### config.mk
export PLATFORM = sky130hd
export DESIGN_NAME = system_request_arbiter
export DESIGN_NICKNAME = d
export VERILOG_FILES = /design/src/rtl/system_request_arbiter.sv
export SDC_FILE = /design/constraint.sdc
export NUM_CORES = 1
export LEC_CHECK = 0
export CORE_AREA = 2 2 202 204
export DETAILED_ROUTE_END_ITERATION = 12
export DIE_AREA = 0 0 204 206
export GPL_ROUTABILITY_DRIVEN = 1
export PLACE_DENSITY = 0.74
export SETUP_SLACK_MARGIN = 0.05
export SYNTH_ARGS = -nofsm -noshare
export SYNTH_HDL_FRONTEND = slang
export SYNTH_SLANG_ARGS = --single-unit
### constraint.sdc
create_clock -name clk -period 3.6 [get_ports clk]
set_clock_uncertainty 0.2 [all_clocks]
set_input_delay 0.72 -clock clk [delete_from_list [all_inputs] [get_ports clk]]
set_output_delay 0.72 -clock clk [all_outputs]
set_load 0.02 [all_outputs]
### src/rtl/system_request_arbiter.sv
// -----------------------------------------------------------------------------
// system_request_arbiter
//
// Purpose:
//   Round-robin arbiter that collects requests from NUM_REQ requesters and
//   forwards one per cycle into a single registered output stage feeding a
//   downstream queue. Each forwarded request gets a 32-bit sequence ID and a
//   64-bit acceptance timestamp. Requests whose rd/wr flags are both set or
//   both clear are malformed: they are accepted, never forwarded, and counted
//   in a saturating drop counter.
//
// Optional feature (macro SYSTEM_REQUEST_ARBITER_LOCK_EN):
//   Adds in_lock. A forwarded acceptance with in_lock[i]=1 pins the grant to
//   requester i until i has a forwarded acceptance with in_lock[i]=0, or i
//   drops in_valid for a cycle. Without the macro, arbitration is pure
//   round-robin and in_lock does not exist.
//
// Ports:
//   clk           rising-edge clock
//   reset         asynchronous active-low reset
//   in_valid      per-requester request valid                  [NUM_REQ]
//   in_ready      per-requester accept (one-hot or zero)       [NUM_REQ]
//   in_rd_en      per-requester read flag                      [NUM_REQ]
//   in_wr_en      per-requester write flag                     [NUM_REQ]
//   in_addr       packed addresses, requester i in slice i     [NUM_REQ*ADDR_W]
//   in_wdata      packed write data, requester i in slice i    [NUM_REQ*DATA_W]
//   in_lock       (LOCK_EN only) per-requester grant lock      [NUM_REQ]
//   out_valid     output register holds a request
//   out_ready     downstream accepts the output register
//   out_rd_en     forwarded read flag
//   out_wr_en     forwarded write flag
//   out_addr      forwarded address                            [ADDR_W]
//   out_wdata     forwarded write data                         [DATA_W]
//   out_src       originating requester index                  [SRC_W]
//   request_id    ID of the request in the output register     [32]
//   out_stamp     global_cycle value at acceptance             [64]
//   global_cycle  free-running cycle counter                   [64]
//   req_fire      out_valid & out_ready
//   drop_count    saturating count of malformed requests       [16]
// -----------------------------------------------------------------------------
module system_request_arbiter #(
    parameter int NUM_REQ = 4,
    parameter int ADDR_W  = 32,
    parameter int DATA_W  = 32,
    localparam int SRC_W  = (NUM_REQ > 1) ? $clog2(NUM_REQ) : 1
) (
    input  logic                        clk,
    input  logic                        reset,
    input  logic [NUM_REQ-1:0]          in_valid,
    output logic [NUM_REQ-1:0]          in_ready,
    input  logic [NUM_REQ-1:0]          in_rd_en,
    input  logic [NUM_REQ-1:0]          in_wr_en,
    input  logic [NUM_REQ*ADDR_W-1:0]   in_addr,
    input  logic [NUM_REQ*DATA_W-1:0]   in_wdata,
`ifdef SYSTEM_REQUEST_ARBITER_LOCK_EN
    input  logic [NUM_REQ-1:0]          in_lock,
`endif
    output logic                        out_valid,
    input  logic                        out_ready,
    output logic                        out_rd_en,
    output logic                        out_wr_en,
    output logic [ADDR_W-1:0]           out_addr,
    output logic [DATA_W-1:0]           out_wdata,
    output logic [SRC_W-1:0]            out_src,
    output logic [31:0]                 request_id,
    output logic [63:0]                 out_stamp,
    output logic [63:0]                 global_cycle,
    output logic                        req_fire,
    output logic [15:0]                 drop_count
);

    // ------------------------------------------------------------------
    // State
    // ------------------------------------------------------------------
    logic               r_out_valid;
    logic               r_out_rd_en;
    logic               r_out_wr_en;
    logic [ADDR_W-1:0]  r_out_addr;
    logic [DATA_W-1:0]  r_out_wdata;
    logic [SRC_W-1:0]   r_out_src;
    logic [31:0]        r_request_id;
    logic [63:0]        r_out_stamp;
    logic [31:0]        r_id_cnt;
    logic [63:0]        r_global_cycle;
    logic [15:0]        r_drop_count;
    logic [SRC_W-1:0]   r_rr_ptr;

    // ------------------------------------------------------------------
    // Unpack the per-requester address / data slices
    // ------------------------------------------------------------------
    logic [ADDR_W-1:0]  w_addr_arr  [NUM_REQ];
    logic [DATA_W-1:0]  w_wdata_arr [NUM_REQ];

    genvar gi;
    generate
        for (gi = 0; gi < NUM_REQ; gi++) begin : g_unpack
            assign w_addr_arr[gi]  = in_addr[gi*ADDR_W +: ADDR_W];
            assign w_wdata_arr[gi] = in_wdata[gi*DATA_W +: DATA_W];
        end
    endgenerate

    // ------------------------------------------------------------------
    // Request vector seen by the arbiter (masked to the locked owner)
    // ------------------------------------------------------------------
    logic [NUM_REQ-1:0] w_req;

`ifdef SYSTEM_REQUEST_ARBITER_LOCK_EN
    logic               r_lock_active;
    logic [SRC_W-1:0]   r_lock_idx;

    // While locked only the owner is visible; the round-robin search below
    // then trivially lands on it.
    assign w_req = r_lock_active ? (in_valid & (NUM_REQ'(1) << r_lock_idx)) : in_valid;
`else
    assign w_req = in_valid;
`endif

    // ------------------------------------------------------------------
    // Round-robin search: rotate so rr_ptr sits at bit 0, pick the lowest
    // set bit, then rotate the offset back into a requester index.
    // ------------------------------------------------------------------
    logic [NUM_REQ-1:0] w_rot;
    logic               w_found;
    logic [SRC_W-1:0]   w_off;
    logic [SRC_W:0]     w_sum;
    logic [SRC_W-1:0]   w_grant;
    logic [SRC_W-1:0]   w_next_ptr;

    assign w_rot = NUM_REQ'({w_req, w_req} >> r_rr_ptr);

    always_comb begin
        w_found = 1'b0;
        w_off   = '0;
        for (int k = NUM_REQ - 1; k >= 0; k--) begin
            if (w_rot[k]) begin
                w_found = 1'b1;
                w_off   = SRC_W'(k);
            end
        end
    end

    assign w_sum      = {1'b0, r_rr_ptr} + {1'b0, w_off};
    assign w_grant    = (w_sum >= (SRC_W+1)'(NUM_REQ)) ? SRC_W'(w_sum - (SRC_W+1)'(NUM_REQ))
                                                      : w_sum[SRC_W-1:0];
    assign w_next_ptr = (w_grant == SRC_W'(NUM_REQ - 1)) ? '0 : w_grant + 1'b1;

    // ------------------------------------------------------------------
    // Acceptance: the output register is free when empty or draining now.
    // ------------------------------------------------------------------
    logic w_can_accept;
    logic w_accept;
    logic w_rd_sel;
    logic w_wr_sel;
    logic w_fwd;

    assign w_can_accept = ~r_out_valid | out_ready;
    assign w_accept     = w_found & w_can_accept;
    assign w_rd_sel     = in_rd_en[w_grant];
    assign w_wr_sel     = in_wr_en[w_grant];
    // Exactly one of rd/wr must be set for the request to be forwarded.
    assign w_fwd        = w_accept & (w_rd_sel ^ w_wr_sel);

    // in_ready is combinational, so gate it with reset to hold it low while
    // reset is asserted regardless of the clock.
    assign in_ready = (reset && w_accept) ? (NUM_REQ'(1) << w_grant) : '0;

    // ------------------------------------------------------------------
    // Output stage, counters and round-robin pointer
    // ------------------------------------------------------------------
    always_ff @(posedge clk or negedge reset) begin
        if (!reset) begin
            r_out_valid    <= 1'b0;
            r_out_rd_en    <= 1'b0;
            r_out_wr_en    <= 1'b0;
            r_out_addr     <= '0;
            r_out_wdata    <= '0;
            r_out_src      <= '0;
            r_request_id   <= '0;
            r_out_stamp    <= '0;
            r_id_cnt       <= '0;
            r_global_cycle <= '0;
            r_drop_count   <= '0;
            r_rr_ptr       <= '0;
        end else begin
            r_global_cycle <= r_global_cycle + 64'd1;

            if (w_accept) begin
                r_rr_ptr <= w_next_ptr;
            end

            if (w_fwd) begin
                // Load (also covers drain-and-refill in the same edge).
                r_out_valid  <= 1'b1;
                r_out_rd_en  <= w_rd_sel;
                r_out_wr_en  <= w_wr_sel;
                r_out_addr   <= w_addr_arr[w_grant];
                r_out_wdata  <= w_wdata_arr[w_grant];
                r_out_src    <= w_grant;
                r_request_id <= r_id_cnt;
                r_out_stamp  <= r_global_cycle;
                r_id_cnt     <= r_id_cnt + 32'd1;
            end else if (out_ready) begin
                r_out_valid  <= 1'b0;
            end

            if (w_accept && !w_fwd && (r_drop_count != 16'hFFFF)) begin
                r_drop_count <= r_drop_count + 16'd1;
            end
        end
    end

`ifdef SYSTEM_REQUEST_ARBITER_LOCK_EN
    logic w_lock_sel;
    logic w_owner_valid;

    assign w_lock_sel    = in_lock[w_grant];
    assign w_owner_valid = in_valid[r_lock_idx];

    always_ff @(posedge clk or negedge reset) begin
        if (!reset) begin
            r_lock_active <= 1'b0;
            r_lock_idx    <= '0;
        end else if (w_fwd) begin
            // While locked, any forwarded grant necessarily belongs to the owner.
            r_lock_active <= w_lock_sel;
            r_lock_idx    <= w_grant;
        end else if (r_lock_active && !w_owner_valid) begin
            r_lock_active <= 1'b0;
        end
    end
`endif

    // ------------------------------------------------------------------
    // Outputs
    // ------------------------------------------------------------------
    assign out_valid    = r_out_valid;
    assign out_rd_en    = r_out_rd_en;
    assign out_wr_en    = r_out_wr_en;
    assign out_addr     = r_out_addr;
    assign out_wdata    = r_out_wdata;
    assign out_src      = r_out_src;
    assign request_id   = r_request_id;
    assign out_stamp    = r_out_stamp;
    assign global_cycle = r_global_cycle;
    assign drop_count   = r_drop_count;
    assign req_fire     = r_out_valid & out_ready;

endmodule

### Word-level counts from Yosys, hierarchy flattened

Cells that the tools add are included.

* add/sub/neg operators: 6
* magnitude comparators: 3
* eq/ne operators: 2
* shift operators: 2
* mux-type cells: 23
* bitwise operators: 7
* reduce and logical (&&, ||, !) cells: 5

Operator list (number)
* $bmux W32 S2: 2
* $mux W32: 4
* $add A64 B1 Y64 const B: 1
* $add A32 B1 Y32 const B: 1
* $add A16 B1 Y16 const B: 1
* $ne A16 B16 Y1 const B: 1
* $mux W2: 6
* $mux W1: 8
* $shr A8 B2 Y4: 1
* $ge A3 B3 Y1 const B: 2
* $bmux W1 S2: 2
* $mux W4: 1
* $shl A1 B2 Y4 const A: 1
* $add A2 B2 Y3: 1
* $and A1 B1 Y1: 3
* $logic_and A1 B1 Y1: 3
* $lt A2 B3 Y1 const B: 1
* $not A2 Y3: 1
* $add A2 B1 Y2 const B: 1
* $eq A2 B2 Y1 const B: 1
* $reduce_bool A2 Y1: 1
* $sub A2 B1 Y2 const B: 1
* $logic_not A1 Y1: 1
* $not A1 Y1: 1
* other kinds (2): 2

* flip-flop bits (word level): 279
* input port bits: 271
* output and inout port bits: 250
* word-level logic and storage cells: 60

### Longest topological paths before layout

Gate-level depths: netlist of run 1.

* depth in word-level cells: 15
* gate-level depth with buffers: 16
* mapped depth without buffers: 12

### Least setup slack after synthesis of run 1

OpenSTA, ideal clock, no wires.

* path type: input-to-output
* start: input in_valid[3]
* end: output in_ready[2]
* arrival time: 2.826 ns
* path slack: -0.146 ns
* cell stages on the path: 11
* buffers on the path: 2
* path through: inv_1 nand3_1 o311ai_0 o21ai_0 o221ai_1 ha_1 clkbuf_1 clkbuf_1 inv_1 ha_1 and3_1

* word-level cells in the longest chain between the ends: 10
* elaborated cells between the ends (all ways): 17

RTL lines
* from (decl): RTL line 49 `input logic [NUM_REQ-1:0] in_valid,`
* $shr A8 B2 Y4 *: RTL line 129 `assign w_rot = NUM_REQ'({w_req, w_req} >> r_rr_ptr);`
* $mux W2 (3 in series): RTL line 135 `if (w_rot[k]) begin`
* $mux W2 *: RTL line 135
* $add A2 B2 Y3 *: RTL line 142 `assign w_sum = {1'b0, r_rr_ptr} + {1'b0, w_off};`
* $ge A3 B3 Y1 / $sub A2 B1 Y2 (equally long branches): RTL line 143 `assign w_grant = (w_sum >= (SRC_W+1)'(NUM_REQ)) ? SRC_W'(w_sum - (SRC_W+1)'(NUM_REQ))`
* $mux W2 *: RTL line 143
* via w_grant[0]: RTL line 126 `logic [SRC_W-1:0] w_grant;`
* $shl A1 B2 Y4 *: RTL line 165 `assign in_ready = (reset && w_accept) ? (NUM_REQ'(1) << w_grant) : '0;`
* $mux W4 *: RTL line 165
* to (decl): RTL line 50 `output logic [NUM_REQ-1:0] in_ready,`

The timed path passes the listed nets; every way through them passes the cells marked *.

### Final worst setup path of run 1

* start: register r_rr_ptr[0]
* end: output in_ready[0]

* word-level cells in the longest chain between the ends: 10
* elaborated cells between the ends (all ways): 17

RTL lines
* from (decl): RTL line 86 `logic [SRC_W-1:0] r_rr_ptr;`
* from (signal assigned): RTL line 188 `r_rr_ptr <= w_next_ptr;`
* $shr A8 B2 Y4: RTL line 129
* $mux W2 (4 in series): RTL line 135
* $add A2 B2 Y3: RTL line 142
* $ge A3 B3 Y1 / $sub A2 B1 Y2 (equally long branches): RTL line 143
* $mux W2: RTL line 143
* $shl A1 B2 Y4: RTL line 165
* $mux W4 *: RTL line 165

Every way passes the cells marked *; elsewhere a longest branch is shown, timed or not.

==> impl_metrics.yaml, run 1 <==
timing:
  tightestPinTransition_ps: 948
  finalWorstSetupSlack_ps: -138
  finalHoldViolCount: 0
  setup_viol: 4
  rsz0062_at_grt: "true"
  max_freq_mhz: 268
  report.final.slew_viol_count: 0
  worst_slew_margin_rel_pct: 36.8
  timing.final.crit_share_pct: 104
  period_minus_slack_ps: 3740
critical_path:
  worstPathRequired_ps: 2680
  cp_cell_sequence: "nand2b_4 > o22ai_2 > o21ai_1 > o221ai_2 > ha_4 > xor2_2 > and4_4 > or2_4 > inv_4 > buf_6 > ha_4 > and3_4 > buf_6"
  reg2reg_from: "r_rr_ptr[0]"
  cp-end-kind: "primary output"
  slowest_delay_ps: 440
  cpMaxStageDelayCell: "dfrtp_2"
  startpoint_type: "flop"
  ff2ff_setup_slack_ps: 260
  r2r_cells: 12
  critical_path_class: "flop to primary output"
  r2r_end: "out_addr[13]"
  critPathMaxFanout: 6
  crit_arrival_ps: 2820
yosys:
  synth.area.mux_share_pct: 11.4
  ys_seq_area_share_pct: 52.6
  synth_fa_ha_area_share_pct: 0.755
  async_flop_share_pct: 100
  synth_edf_count: 0
  synth-xor-area-share_pct: 7.20
  synth_compound_area_share_pct: 1.81
  synth_area_um2: 13300
  synth_nets: 1575
  synth_top_family_by_area: "simple AND/OR/NAND/NOR gates"
  ys.flop_type: "dfrtp_1"
  synth-simple-area-share_pct: 23.7
  synth-seq-cells: 279
  ys_warn_count: 0
  avgSynthCellArea_um2: 10.2
  syn_inst: 1296
  synth.distinct_cells: 50
power_and_ir_drop:
  power.net_switching_mw: 6.99
  internal_power_mw: 10.3
  combPwrFrac_pct: 56.2
  power_mw: 17.3
  p_leak_nw: 9.17
  power_frac_clock_pct: 18.9
  p_sw_share_pct: 40.3
  p_per_area_nw_per_um2: 841
  ir_drop_mv: 0.744
  seqPwrFrac_pct: 24.9
global_routing:
  grt_max_degree: 136
  gr-total-overflow: 0
  grt_pass1_wl_um: 68500
  antenna_found_initial: 3
  grt_pass1_vias: 11800
  grtUsageTotal_pct: 21.1
clock_network:
  cts_buffer_depth: 3
  clockRootBuffer: "clkbuf_16"
  cts_sinks: 279
  clock_latency_ps: 570
  cts_tree: "yes"
  clk_pin_slew_worst_paths_ps: 60
  htreeDepth: 1
  cts_made_buffers: 31
cells_and_area:
  fin_cells: 2397
  num-fill-cells: 3527
  post-route-util_pct: 51.3
  drive_above_1_share_pct: 11.5
  multi_input_area_um2: 6060
  nNetsFinal: 2122
  finalInstanceArea_um2: 20600
  diodes: 0
  area_growth_pct: 55.4
  ff_latch_area_um2: 6980
placement:
  pre_cts_slack_ps: -764
  gp_congestion: 0.863
  place_area_um2: 19500
  io_buffers: 520
  dpl.cell_count: 2341
  dp_hpwl_um: 35600
die:
  initial_utilization_pct: 33.0
  coreArea_um2: 40200
  die_w_um: 204
  rows: 74
  io_pins: 521
  die_area_um2: 42000
  die_h_um: 206
worst_hold_path:
  hold_depth: 1
  hold_end: "r_id_cnt[31]"
  hp-start: "r_id_cnt[31]"
  hp-class: "flop to flop"
drt:
  first_pass_iters: 5
  vias_per_cell: 4.94
  post_drt_wl_per_cell_um: 19.1
  drtIter0Drc: 782
  vias: 11800
  routed_wl_um: 45700
  ant_nets: 0
  drc_errors: 0
outcome:
  outcome: "finished, violations left"
  violations: "setup timing"
job:
  max-cap-violations: 0
[layout by cell type, fill, tap and decap left out, types with 4 or more instances in the layout]
master / count
nor2_1: 32
xnor2_1: 73
nand3_1: 45
and2_1: 8
clkinv_2: 5
clkbuf_8: 5
xor2_1: 35
nand4_1: 33
o21ai_0: 10
buf_6: 5
and4_1: 11
buf_12: 13
a21oi_1: 4
nor4_1: 4
nor2b_1: 5
clkbuf_16: 31
nor4_2: 7
a311oi_1: 4
nor3_1: 12
clkdlybuf4s50_1: 511
ha_1: 5
mux4_2: 64
buf_4: 42
inv_1: 8
nand2_1: 522
dfrtp_1: 278
and3_1: 22
clkbuf_1: 5
bufinv_16: 4
[layer usage]
metal	wire length, um	share of wire, %	global-route usage [%]
met4	1680	3.7	6.91
met2	22900	50	36.8
met3	3910	8.5	5.60
met5	30	0.066	0
met1	17300	38	25.5
[final cells by class]
type	instances	area share (%)
clock buffers	41	4.19
repair buffers	577	28.2
well taps	532	3.23
flip-flops and latches	279	33.9
inverters	10	0.194
multi-input cells	944	29.4
clock inverters	14	0.905
[flip-flops by register name, summed over array words and instances (netlist names)]
| name | cells |
|---|---|
| r_id_cnt | 32 |
| request_id | 32 |
| out_stamp | 64 |
| out_valid | 1 |
| r_rr_ptr | 2 |
| global_cycle | 64 |
| out_rd_en | 1 |
| out_addr | 32 |
| out_wdata | 32 |
| out_src | 2 |
| drop_count | 16 |
| out_wr_en | 1 |
[cells by family (layout without fill, tap and decap cells)]
group,count (synthesis),after routing
AND/OR/NAND/NOR,721,721
flip-flops,279,279
XOR/XNOR,109,109
buffers and inverters,73,642
multiplexers,70,70
AO/OA/AOI/OAI,36,36
adder cells (fa/ha/maj),8,8
[power groups by stage]
stage / logic (mW) / registers (mW) / clock network [mW]
2_1_floorplan: 5.25 / 4.91 / 0
3_3_place_gp: 9.57 / 4.33 / 0
3_5_place_dp: 9.72 / 4.36 / 0
4_1_cts: 9.84 / 4.31 / 3.37
5_1_grt: 10.5 / 4.38 / 3.50
6_report: 9.73 / 4.32 / 3.27
[cells in the mapped netlist (2+ instances only)]
library cell  count  area share (%)
and4_1           11            0.73
nand4_1          33             1.6
nand2b_1          2           0.094
mux4_2           64              11
buf_2            41             1.5
and3_1           25             1.2
nor4_1            4            0.19
nor2b_1           5            0.24
xor2_1           36             2.4
nor3_1           12            0.45
ha_1              8            0.75
nand3_1          46             1.7
mux2i_1           2            0.15
a21oi_1           4            0.15
xnor2_1          73             4.8
o21a_1            2            0.11
mux2_2            3            0.25
and2_1            8            0.38
nor4_2            7            0.66
dfrtp_1         279              53
inv_1            10            0.28
clkbuf_1         19            0.54
nor2_1           34            0.96
o21ai_0          12            0.45
or2_2             4            0.19
nor3b_1           2            0.11
nand2_1         522              15
a31oi_1           3            0.14
a311oi_1          4            0.26
[critical path: cells and delay by family (launching register included)]
kind	cells	cell delay [ps]
fa+ha+maj	2	330
compound gates	3	350
simple gates	4	700
buf+inv	3	280
flops	1	440
xor+xnor	1	160
[per-stage QoR]
stage               setup TNS (ps)  hold slack, ps
finish                        -400             264
global route                  -668             291
CTS                           -560             270
detailed placement          -60350             261
global placement            -57130             258
floorplan                        0             224
[worst max path at each step]
stage	startpoint	end	cells after the start
global placement	in_valid[3]	in_ready[1]	14
finish	r_rr_ptr[0]	in_ready[0]	13
global route	r_rr_ptr[0]	in_ready[0]	13
floorplan	in_valid[3]	in_ready[0]	13
CTS	r_rr_ptr[0]	in_ready[0]	13
detailed placement	in_valid[1]	in_ready[1]	12
[what timing repair did]
| action | in CTS | in global routing |
|---|---|---|
| setup endpoints to repair | 4 | 4 |
| hold endpoints to repair | 23 | 0 |
| pin swaps | 7 | 7 |
| gates resized for setup | 26 | 14 |
| hold buffers | 1 | 0 |
| setup buffers | 0 | 0 |
Power figures use the tool's default switching activity.
==> run 2: changes to the inputs <==
ABC_AREA = 1   (was not set)
CORE_AREA = not set   (was 2 2 202 204)
CORE_ASPECT_RATIO = 0.7   (was not set)
CORE_UTILIZATION = 42   (was not set)
DIE_AREA = not set   (was 0 0 204 206)
PLACE_DENSITY = 0.86   (was 0.74)
SLEW_MARGIN = 10   (was not set)
==> run 2 against run 1 <==
  * The flow still finishes with violations (setup timing)
  * Critical path depth up 2
  * Register-to-register slack about the same
  * Clock power about the same
  * Sequential power up 3%
  * Via count up 28%
  * Global-route usage up 9.1 points
  * Cell area up 8.6%
  * Die area down 12%
  * Highest routed layer is now met4
==> impl_metrics.yaml, run 2 <==
critical_path:
  crit_arrival_ps: 2720
  cp-end-kind: "primary output"
  critical_path_class: "flop to primary output"
  cpMaxStageDelayCell: "dfrtp_2"
  worstPathRequired_ps: 2680
  cp_cell_sequence: "inv_4 > nand2_1 > nand3_1 > nand2_2 > a21boi_4 > ha_4 > xor2_2 > buf_4 > nand2_4 > nand2_8 > inv_4 > ha_1 > inv_1 > nor2_2 > buf_6"
  startpoint_type: "flop"
  critPathMaxFanout: 6
  slowest_delay_ps: 480
  crit_top_cell: "inv_4"
yosys:
  synth-seq-cells: 279
  ys.flop_type: "dfrtp_1"
  synth_top_cell_area_share_pct: 45.9
  avgSynthCellArea_um2: 7.98
  synth_top_area_cell: "dfrtp_1"
  ys_seq_area_share_pct: 45.9
  ys_warn_count: 0
  synth_nets: 2185
  yosysMostFrequentCell: "nand2_1"
  synth_area_um2: 15200
  synth_edf_count: 0
  ys_top_cells_by_area: "dfrtp_1 (46%), nand2_1 (16%), o21ai_2 (7.5%)"
  synth.distinct_cells: 34
  async_flop_share_pct: 100
  synth_common_cells: "nand2_1 (628), dfrtp_1 (279), nor2_1 (204), o21ai_0 (154), o21ai_2 (130)"
  syn_inst: 1906
clock_network:
  cts_sinks: 279
  cts_tree: "yes"
  clockRootBuffer: "clkbuf_16"
  cts_made_buffers: 28
  cts_buffer_depth: 3
  htreeDepth: 1
  clk_pin_slew_worst_paths_ps: 60
  clock_latency_ps: 560
timing:
  period_minus_slack_ps: 3640
  report.final.slew_viol_count: 0
  worst_hold_slack_ps: 279
  worst_slew_margin_rel_pct: 43.6
  finalWorstSetupSlack_ps: -38.6
  tightestPinTransition_ps: 846
  finalHoldViolCount: 0
  timing.final.crit_share_pct: 101
  max_freq_mhz: 275
  rsz0062_at_grt: "true"
  setup_viol: 4
cells_and_area:
  area_growth_pct: 47.2
  nNetsFinal: 2717
  final_common_cell: "nand2_1"
  num-fill-cells: 2889
  final_cell_mix: "nand2_1 (617), clkdlybuf4s50_1 (511), dfrtp_1 (277)"
  drive_above_1_share_pct: 12.6
die:
  coreArea_um2: 35200
  die_area_um2: 37000
  die_w_um: 229
  rows: 57
  initial_utilization_pct: 43.2
  die_h_um: 161
  io_pins: 521
global_routing:
  antenna_found_initial: 8
  use_met3_pct: 5.30
  grtUsageTotal_pct: 30.3
  grt_use_met2_pct: 49.9
  grt_pass1_wl_um: 86600
  grt_util_met1_pct: 40.2
  grt_max_degree: 146
  gr-max-usage-layer: "met2"
  grt_pass1_vias: 15000
  gr-total-overflow: 0
drt:
  vias_per_cell: 5.17
  drc_errors: 0
  first_pass_iters: 6
  routed_wl_um: 56700
  post_drt_wl_per_cell_um: 19.3
  vias: 15200
  drtIter0Drc: 1564
  ant_nets: 0
placement:
  pre_cts_slack_ps: -737
  io_buffers: 520
  gp_congestion: 0.999
  dp_hpwl_um: 43400
worst_hold_path:
  hp-class: "flop to flop"
power_and_ir_drop:
  ir_drop_mv: 0.832
  p_leak_nw: 9.90
  p_per_area_nw_per_um2: 1070
job:
  max-cap-violations: 0
outcome:
  outcome: "finished, violations left"
  violations: "setup timing"
[run 2: cell types whose count changed after synthesis, moves of 64 or more]
cell,before,now
inv_1,10,118
mux4_2,64,0
nand2_1,522,628
nor2_1,34,204
o21ai_0,12,154
o21ai_2,1,130
[run 2: power breakdown]
group / total (mW) / internal, mW / switching (mW) / leakage, nW
clock network: 3.24 / 1.96 / 1.28 / 0.500
registers: 4.44 / 3.93 / 0.513 / 3.71
logic: 16.4 / 6.20 / 10.2 / 5.69
total: 24.0 / 12.1 / 12.0 / 9.90
[run 2: cell families after synthesis]
family / Yosys count / share of synthesized area (%)
and+or+nand+nor: 999 / 27.1
AOI/OAI and AO/OA: 300 / 13.1
DFF: 279 / 45.9
buffers and inverters: 214 / 7.09
xor gates and xnor gates: 106 / 6.11
adders and majority gates: 8 / 0.658
[run 2: final timing paths]
check	cells past startpoint	from	endpoint	slack (ps)
min in group asynchronous	2	reset	out_stamp[54]	340
max reg2reg	20	r_rr_ptr[0]	out_stamp[9]	250
max in group asynchronous	3	reset	r_rr_ptr[1]	1760
min reg2reg	2	request_id[4]	request_id[4]	280
min	2	request_id[4]	request_id[4]	280
max	15	r_rr_ptr[0]	in_ready[0]	-40
[run 2: repair_timing]
action,in CTS,in global routing
hold buffers,1,0
buffers inserted,8,4
pin swaps,13,6
gates resized for setup,59,18
endpoints found under the hold margin,1,0
gates cloned,0,1
endpoints found under the setup margin,72,215
[run 2: layout make-up]
cell class / count / area, um2 / area share [%]
Antenna cell: 8 / 20.0 / 0.0895
Multi-Input combinational cell: 1413 / 7300 / 32.6
Clock inverter: 14 / 220 / 0.984
Sequential cell: 279 / 6980 / 31.2
Clock buffer: 36 / 782 / 3.49
Timing Repair Buffer: 593 / 6000 / 26.8
Tap cell: 472 / 591 / 2.64
Inverter: 123 / 472 / 2.11
[run 2: worst max-delay path, delay by kind of cell, from the launching register on]
| family | cells | cell delay [ps] |
|---|---|---|
| compound gates | 1 | 200 |
| xor+xnor | 1 | 170 |
| fa+ha+maj | 2 | 340 |
| buf+inv | 5 | 520 |
| flops | 1 | 480 |
| simple gates | 6 | 460 |
[run 2: stage by stage]
| stage | instance area (um2) | TNS, ps | total power, mW | utilization, % | cells |
|---|---|---|---|---|---|
| after floorplan | 15200 | 0 | 15.4 | - | 1906 |
| after global placement | 21000 | -84930 | 19.6 | 59.9 | 2867 |
| after detailed placement | 21000 | -100870 | 19.9 | 59.9 | 2867 |
| after CTS | 22200 | 0 | 23.6 | 63.2 | 2925 |
| after global routing | 22400 | -505 | 25.8 | 63.6 | 2936 |
| final | 22400 | -104 | 24.0 | 63.6 | 2938 |
[run 2: layer usage]
metal  up-vias  share of wire, %
met5         -                 0
met4         0               3.4
met3        98               6.7
met2       613                48
met1      7297                42
li1       7172                 -
